**config.mk**
```make
export PLATFORM = sky130hd
export DESIGN_NAME = div_unit_flat
export DESIGN_NICKNAME = d
export VERILOG_FILES = /design/src/rtl/div_unit_if.sv /design/src/rtl/div_unit.sv /design/src/flat_wrapper.sv
export SDC_FILE = /design/constraint.sdc
export NUM_CORES = 1
export LEC_CHECK = 0
export ABC_AREA = 1
export CAP_MARGIN = 15
export CORE_UTILIZATION = 35
export DETAILED_ROUTE_END_ITERATION = 12
export GPL_TIMING_DRIVEN = 0
export HOLD_SLACK_MARGIN = 0.12
export PLACE_DENSITY = 0.51
export SLEW_MARGIN = 20
export SYNTH_ARGS = -nofsm -noshare
export SYNTH_HDL_FRONTEND = slang
export SYNTH_SLANG_ARGS = --single-unit
```
**constraint.sdc**
```tcl
create_clock -name clk -period 5.8 [get_ports clk]
set_clock_uncertainty 0.05 [all_clocks]
set_input_delay 0.87 -clock clk [delete_from_list [all_inputs] [get_ports clk]]
set_output_delay 0.87 -clock clk [all_outputs]
set_load 0.01 [all_outputs]
```
**src/rtl/div_unit_if.sv**
```systemverilog
// Request/response bundle between the EX-stage datapath and the multi-cycle divider.
interface div_unit_if #(
    parameter int unsigned WIDTH = 32
);
    logic               start_i;
    logic               signed_i;
    logic [WIDTH-1:0]   dividend_i;
    logic [WIDTH-1:0]   divisor_i;
    logic               annul_i;
    logic [2*WIDTH-1:0] result_o;
    logic               ready_o;
    logic               busy_o;

    modport master (
        output start_i, signed_i, dividend_i, divisor_i, annul_i,
        input  result_o, ready_o, busy_o
    );

    modport slave (
        input  start_i, signed_i, dividend_i, divisor_i, annul_i,
        output result_o, ready_o, busy_o
    );
endinterface

```
**src/rtl/div_unit.sv**
```systemverilog
// Radix-2 restoring divider for MIPS DIV/DIVU; returns {remainder, quotient} for HI/LO.
// Optional macro DIV_EARLY_ZERO_EN: a zero dividend finishes through the short BYZERO path.
module div_unit #(
    parameter int unsigned WIDTH = 32
) (
    input  logic       clk,
    input  logic       rst,
    div_unit_if.slave  bus
);
    localparam int unsigned CW = $clog2(WIDTH) + 1;

    localparam logic [1:0] S_FREE   = 2'd0;
    localparam logic [1:0] S_BYZERO = 2'd1;
    localparam logic [1:0] S_ON     = 2'd2;
    localparam logic [1:0] S_END    = 2'd3;

    logic [1:0]         state_q, state_d;
    logic [CW-1:0]      cnt_q, cnt_d;
    logic [WIDTH-1:0]   rem_q, rem_d;
    logic [WIDTH-1:0]   quo_q, quo_d;
    logic [WIDTH-1:0]   dvsr_q, dvsr_d;
    logic               sgnq_q, sgnq_d;
    logic               sgnr_q, sgnr_d;
    logic [2*WIDTH-1:0] result_q, result_d;
    logic               ready_q, ready_d;

    logic [WIDTH:0]     trial;
    logic               neg_a, neg_b, go_zero;
    logic [WIDTH-1:0]   mag_a, mag_b;

    // Operand conditioning at acceptance: magnitudes plus result sign flags
    always_comb begin
        neg_a = bus.signed_i & bus.dividend_i[WIDTH-1];
        neg_b = bus.signed_i & bus.divisor_i[WIDTH-1];
        mag_a = neg_a ? WIDTH'(WIDTH'(0) - bus.dividend_i) : bus.dividend_i;
        mag_b = neg_b ? WIDTH'(WIDTH'(0) - bus.divisor_i) : bus.divisor_i;
`ifdef DIV_EARLY_ZERO_EN
        go_zero = (bus.divisor_i == '0) || (bus.dividend_i == '0);
`else
        go_zero = (bus.divisor_i == '0);
`endif
    end

    // Shifted partial remainder minus divisor; bit WIDTH set means the trial went negative
    assign trial = {rem_q, quo_q[WIDTH-1]} - {1'b0, dvsr_q};

    always_comb begin
        state_d  = state_q;
        cnt_d    = cnt_q;
        rem_d    = rem_q;
        quo_d    = quo_q;
        dvsr_d   = dvsr_q;
        sgnq_d   = sgnq_q;
        sgnr_d   = sgnr_q;
        result_d = result_q;
        ready_d  = 1'b0;

        case (state_q)
            S_FREE: begin
                if (bus.start_i && !bus.annul_i) begin
                    rem_d   = '0;
                    quo_d   = mag_a;
                    dvsr_d  = mag_b;
                    sgnq_d  = neg_a ^ neg_b;
                    sgnr_d  = neg_a;
                    cnt_d   = '0;
                    state_d = go_zero ? S_BYZERO : S_ON;
                end
            end
            S_ON: begin
                if (bus.annul_i) begin
                    state_d = S_FREE;
                end else begin
                    if (!trial[WIDTH]) begin
                        rem_d = trial[WIDTH-1:0];
                        quo_d = {quo_q[WIDTH-2:0], 1'b1};
                    end else begin
                        rem_d = {rem_q[WIDTH-2:0], quo_q[WIDTH-1]};
                        quo_d = {quo_q[WIDTH-2:0], 1'b0};
                    end
                    cnt_d = CW'(cnt_q + CW'(1));
                    if (cnt_q == CW'(WIDTH - 1)) begin
                        state_d = S_END;
                    end
                end
            end
            S_END: begin
                state_d = S_FREE;
                if (!bus.annul_i) begin
                    result_d = {sgnr_q ? WIDTH'(WIDTH'(0) - rem_q) : rem_q,
                                sgnq_q ? WIDTH'(WIDTH'(0) - quo_q) : quo_q};
                    ready_d  = 1'b1;
                end
            end
            S_BYZERO: begin
                state_d = S_FREE;
                if (!bus.annul_i) begin
                    result_d = '0;
                    ready_d  = 1'b1;
                end
            end
            default: state_d = S_FREE;
        endcase
    end

    always_ff @(posedge clk) begin
        if (rst) begin
            state_q  <= S_FREE;
            cnt_q    <= '0;
            rem_q    <= '0;
            quo_q    <= '0;
            dvsr_q   <= '0;
            sgnq_q   <= 1'b0;
            sgnr_q   <= 1'b0;
            result_q <= '0;
            ready_q  <= 1'b0;
        end else begin
            state_q  <= state_d;
            cnt_q    <= cnt_d;
            rem_q    <= rem_d;
            quo_q    <= quo_d;
            dvsr_q   <= dvsr_d;
            sgnq_q   <= sgnq_d;
            sgnr_q   <= sgnr_d;
            result_q <= result_d;
            ready_q  <= ready_d;
        end
    end

    assign bus.result_o = result_q;
    assign bus.ready_o  = ready_q;
    assign bus.busy_o   = (state_q != S_FREE);
endmodule

```
**src/flat_wrapper.sv**
```systemverilog
// flat-port wrapper written by rule: the top's interface ports become plain ports
module div_unit_flat 
#(
    parameter int unsigned WIDTH = 32
)
  (clk, rst, bus_start_i, bus_signed_i, bus_dividend_i, bus_divisor_i, bus_annul_i, bus_result_o, bus_ready_o, bus_busy_o);
  div_unit_if #(.WIDTH(WIDTH)) bus_i ();
  input  logic clk;
  input  logic rst;
  input wire logic [$bits(bus_i.start_i)-1:0] bus_start_i;
  input wire logic [$bits(bus_i.signed_i)-1:0] bus_signed_i;
  input wire logic [$bits(bus_i.dividend_i)-1:0] bus_dividend_i;
  input wire logic [$bits(bus_i.divisor_i)-1:0] bus_divisor_i;
  input wire logic [$bits(bus_i.annul_i)-1:0] bus_annul_i;
  output wire logic [$bits(bus_i.result_o)-1:0] bus_result_o;
  output wire logic [$bits(bus_i.ready_o)-1:0] bus_ready_o;
  output wire logic [$bits(bus_i.busy_o)-1:0] bus_busy_o;
  assign bus_i.start_i = bus_start_i;
  assign bus_i.signed_i = bus_signed_i;
  assign bus_i.dividend_i = bus_dividend_i;
  assign bus_i.divisor_i = bus_divisor_i;
  assign bus_i.annul_i = bus_annul_i;
  assign bus_result_o = bus_i.result_o;
  assign bus_ready_o = bus_i.ready_o;
  assign bus_busy_o = bus_i.busy_o;
  div_unit #(.WIDTH(WIDTH)) u_core (.clk(clk), .rst(rst), .bus(bus_i));
endmodule
```
; Word level (Yosys, flattened, before mapping)
; Index checks and enable logic that the tools add are counted.
[word_totals]
output_inout_bits = 66
reg_bits = 171
elab_cells = 65
in_bits = 69
[classes]
n_reduce_logical = 13
addsub = 6
eq_ne = 9
n_bitwise = 4
mux = 24
[ops]
columns = cell, n
row1 = 2-to-1 mux 32 bit, 9
row2 = 2-to-1 mux 64 bit, 2
row3 = one-hot mux 32 bit (2 select lines), 2
row4 = one-hot mux 64 bit (2 select lines), 1
row5 = "subtractor 1 x 32 -> 32 bit, first input constant", 4
row6 = subtractor 33 x 32 -> 33 bit, 1
row7 = logical NOT 32 bit, 1
row8 = 2-to-1 mux 6 bit, 2
row9 = one-hot mux 6 bit (2 select lines), 1
row10 = 2-to-1 mux 2 bit, 4
row11 = "adder 6 x 1 -> 6 bit, second input constant", 1
row12 = "equality test 6 x 5 -> 1 bit, second input constant", 1
row13 = "!= test 2 bit, second input constant", 3
row14 = one-hot mux 2 bit (3 select lines), 1
row15 = AND reduction 3 bit, 2
row16 = nonzero test 2 bit, 3
row17 = "equality test 2 bit, second input constant", 2
row18 = AND reduction 2 bit, 2
row19 = OR reduction 2 bit, 2
row20 = "!= test 3 x 2 -> 1 bit, second input constant", 1
row21 = bitwise AND 1 bit, 2
row22 = "equality test 2 x 1 -> 1 bit, second input constant", 1
row23 = logical NOT 2 bit, 1
row24 = 2-to-1 mux 1 bit, 2
row25 = 5 further kinds, 5

; Logic depth before layout (Yosys ltp)
[logic_depth]
depth_word = 4
mapped_depth = 18

; Least setup slack after synthesis
; No wires, ideal clock.
[synth_path]
path_type = in2reg
startpoint = input bus_dividend_i[1]
endpoint = register u_core.quo_q[22]
setup_time_ns = 0.113
path_stages = 14
path_slack_ns = 3.388
t_arrival_ns = 2.249
required_time_ns = 5.637
cell_sequence = inv_1 ha_1 inv_1 nor3_2 inv_1 nor2_1 nand3_1 inv_1 nand2_1 o21ai_2 inv_2 or2_0 nand3_1 nand2_1
[synth_via]
elab_chain_len = 4
[synth_lines]
columns = item, line
row1 = start: declaration, flat_wrapper.sv:12  ; input wire logic [$bits(bus_i.dividend_i)-1:0] bus_dividend_i;
row2 = subtractor 1 x 32 -> 32 bit, div_unit.sv:35  ; mag_a = neg_a ? WIDTH'(WIDTH'(0) - bus.dividend_i) : bus.dividend_i;
row3 = 2-to-1 mux 32 bit, div_unit.sv:35
row4 = 2-to-1 mux 32 bit, div_unit.sv:60  ; if (bus.start_i && !bus.annul_i) begin
row5 = one-hot mux 32 bit (2 select lines), div_unit.sv:58  ; case (state_q)
row6 = end signal: assignment, div_unit.sv:121  ; quo_q <= quo_d;
row7 = end: declaration, div_unit.sv:20  ; logic [WIDTH-1:0] quo_q, quo_d;
; No other way between the ends. The select of a mux whose other input is x is not followed.
; A chain may end at the register's enable or synchronous reset.

; Worst setup path in the final report
[layout_path]
startpoint = input bus_annul_i
endpoint = register u_core.result_q[28] (netlist: u_core.bus.result_o[28])
[layout_via]
elab_chain_len = 2
[layout_lines]
columns = item, line
row1 = start: declaration, flat_wrapper.sv:14  ; input wire logic [$bits(bus_i.annul_i)-1:0] bus_annul_i;
row2 = != test 2 bit (no line), n/a
row3 = AND reduction 3 bit (no line) (*), n/a
row4 = end signal: assignment, div_unit.sv:125  ; result_q <= result_d;
row5 = end: declaration, div_unit.sv:24  ; logic [2*WIDTH-1:0] result_q, result_d;
; Every way passes the cells marked *; elsewhere a longest branch is shown, timed or not.

==> results.yml <==
yosys:
  ys_types: 50
  yosys-top-cells-count: "nand2_1, inv_1, nand3_1, nor2_1, a21oi_1"
  synthArstFlopShare_pct: 0
  synth_area_leaders: "dfxtp_1, nand2_1, nand3_1, inv_1, a21oi_1"
  synth_area_um2: 12700
  synth_edf_count: 0
  yosysTopAreaCell: "dfxtp_1"
  netlist_instances: 2145
  ys_ff_latch: 171
  yosysMostFrequentCell: "nand2_1"
  avgSynthCellArea_um2: 5.92
  yosys_warnings: 0
  syn_nets: 2252
  synth.top_cell.area_share_pct: 27.0
  ys_seq_area_share_pct: 27.0
  yosys_most_used_dff: "dfxtp_1"
clocking:
  cts_made_buffers: 17
  cts_root_buf: "clkbuf_16"
  cts.sinks: 171
  ctsHoldBuffers: 0
  cts_max_path_buffers: 2
  htree_num_levels: 4
  cts_resized: 0
  cts_tree: "built"
  clk_pin_slew_worst_paths_ps: 70
  clk_latency_ps: 460
  cts_setup_buffers: 0
floorplan:
  start_util_pct: 35.6
  die_area_um2: 37000
  die_y_um: 192
  rows: 69
  die_w_um: 192
  core_area_um2: 35700
  ios: 135
global_route:
  gr-total-overflow: 0
  grt_max_degree: 17
  track_usage_pct: 27.9
  grt_pass1_wl_um: 77800
  first_global_vias: 13600
  antenna_found_initial: 0
routing:
  detail_route.first_pass.iterations: 9
  ant_nets: 0
  wire_per_inst_um: 18.4
  drt_iter0_drc: 1060
  routed_wirelength_um: 50900
  vias: 14300
  vias_per_cell: 5.17
  drc: 7
critical_path:
  cpMostUsedCell: "nor2_1"
  critical_path_arrival_ps: 3390
  cp-startpoint: "bus_annul_i"
  cpMaxStageDelayCell: "clkdlybuf4s50_1"
  cp_cell_sequence: "clkdlybuf4s50_1 -> nor2_1 -> inv_1 -> nor2_1 -> buf_2 -> buf_1 -> nand3_1 -> a21oi_1"
  r2r_start: "u_core.quo_q[31]"
  worst_ep_required_time_ps: 6130
  slowest_delay_ps: 630
  start_kind: "input pin"
  r2r_slack_ps: 2760
  path_delay_family: "buffers and inverters"
  cp.buffers_inverters: 4
  cp-end-kind: "flip-flop"
  critPathMaxFanout: 10
  crit_type: "input pin to flip-flop"
timing:
  slew_headroom_pct: 45.4
  rsz0062_at_grt: "false"
  setup_viol: 0
  timing.final.crit_share_pct: 52.8
  slew_viol_final: 0
  hold_viol: 0
  tns_ps: 0
  whs_ps: 414
  worstMarginPinSlew_ps: 820
  fin_crit_ps: 3060
  max_freq_ghz: 0.327
layout:
  antennaDiodeCount: 0
  area_growth_pct: 19.6
  layout-drive-gt1-share_pct: 4.20
  nets: 2405
hold_path:
  min_from: "u_core.bus.result_o[8]"
  hp-class: "flip-flop to flip-flop"
outcome:
  violations: "DRC"
  status: "finished with violations"
placed_design:
  port_buffers: 134
  gp_congestion: 0.969
  hpwlAfterDp_um: 42200
run:
  maxCapViolCount: 0
power_and_ir_drop:
  power_density_nw_per_um2: 250
  leakagePower_nw: 6.86
  vdd_drop_max_v: 0.000214
==> worst register-to-register path, cell delays in order (launching register included) <==
cell     delay [ps]
dfxtp_1         440
inv_1           180
ha_1            250
fa_1            400
inv_1           120
nand2_1          70
nand2_1         140
nand3_1         120
nand2_2         130
nand2_2          60
nand2_2         110
nand2_4         110
nand2_4          90
nand2_2         130
nand2_1         220
nand2_1         110
nand3_1          90
a21oi_1          70
==> report_power, final <==
part / internal, mW / leakage (nW) / switching, mW
Sequential: 1.23 / 1.39 / 0.0535
Clock: 0.600 / 0.263 / 0.545
Combinational: 0.435 / 5.21 / 0.941
==> state kept, by name, indices dropped and copies added (netlist names) <==
| register | count |
|---|---|
| u_core.bus.result_o | 64 |
| u_core.bus.ready_o | 1 |
| u_core.cnt_q | 6 |
| u_core.dvsr_q | 32 |
| u_core.sgnq_q | 1 |
| u_core.sgnr_q | 1 |
| u_core.quo_q | 32 |
| u_core.rem_q | 32 |
| u_core.state_q | 2 |
==> final timing paths <==
check                            end  cells past startpoint
max          u_core.bus.result_o[28]                      8
min reg2reg   u_core.bus.result_o[8]                      2
min           u_core.bus.result_o[8]                      2
max reg2reg          u_core.rem_q[5]                     17
==> layout make-up <==
cell class / instances / area (µm²)
fill: 3940 / 20500
multi-input combinational: 1588 / 7780
sequential: 171 / 3420
timing repair buffer: 134 / 1340
inverter: 312 / 1170
tap: 461 / 577
clock buffer: 18 / 429
buffer: 74 / 319
clock inverter: 14 / 135
==> cell usage in the layout (no fill, tap or decap), types with 3 or more instances in the layout <==
cell type        instances
nand2_1                618
inv_1                  298
nand3_1                232
nor2_1                 187
a21oi_1                184
dfxtp_1                171
clkdlybuf4s50_1        134
o21ai_0                 90
clkbuf_1                49
ha_1                    37
xor2_1                  28
nand4_1                 24
nor3_1                  21
o22ai_1                 20
xnor2_1                 17
clkbuf_16               17
a31oi_1                 14
buf_1                   13
nor2_2                  12
inv_2                   12
nand3b_1                12
o21ai_1                 11
o211ai_1                11
buf_2                    9
o31ai_1                  9
nand2_2                  8
o2111ai_1                7
clkinvlp_4               5
nor3_2                   4
o21ai_2                  4
nand2_4                  4
buf_6                    4
a21o_1                   3
or2_2                    3
nor4_1                   3
o21bai_1                 3
inv_6                    3
==> logic make-up after synthesis <==
| family | Yosys count | share of synthesized area (%) |
|---|---|---|
| buf+inv | 386 | 11.7 |
| flops | 171 | 27.0 |
| fa+ha+maj | 38 | 3.80 |
| compound gates | 365 | 15.9 |
| simple gates | 1140 | 38.5 |
| xor+xnor | 45 | 3.10 |
==> through the flow <==
| stage | worst slack, ps | util, % | total power, mW | area (µm²) | instances |
|---|---|---|---|---|---|
| after CTS | 2740 | 42.6 | 3.80 | 15200 | 2772 |
| after detailed placement | 2280 | 41.0 | 2.66 | 14600 | 2740 |
| final | 2740 | 42.6 | 3.80 | 15200 | 2772 |
| after global routing | 2580 | 42.6 | 4.04 | 15200 | 2772 |
| after global placement | 2240 | 41.0 | 2.66 | 14600 | 2740 |
| after floorplan | 3390 | - | 2.22 | 12700 | 2145 |
==> per-layer routing <==
metal | track usage, % | vias to the layer above | routed length, µm
li1 | - | 7255 | -
met1 | 38.0 | 6644 | 24400
met2 | 46.0 | 371 | 23300
met3 | 2.98 | 57 | 2080
met4 | 8.69 | 0 | 1190
met5 | 0 | - | 0
Note: power is estimated with default switching activity, not from simulation.
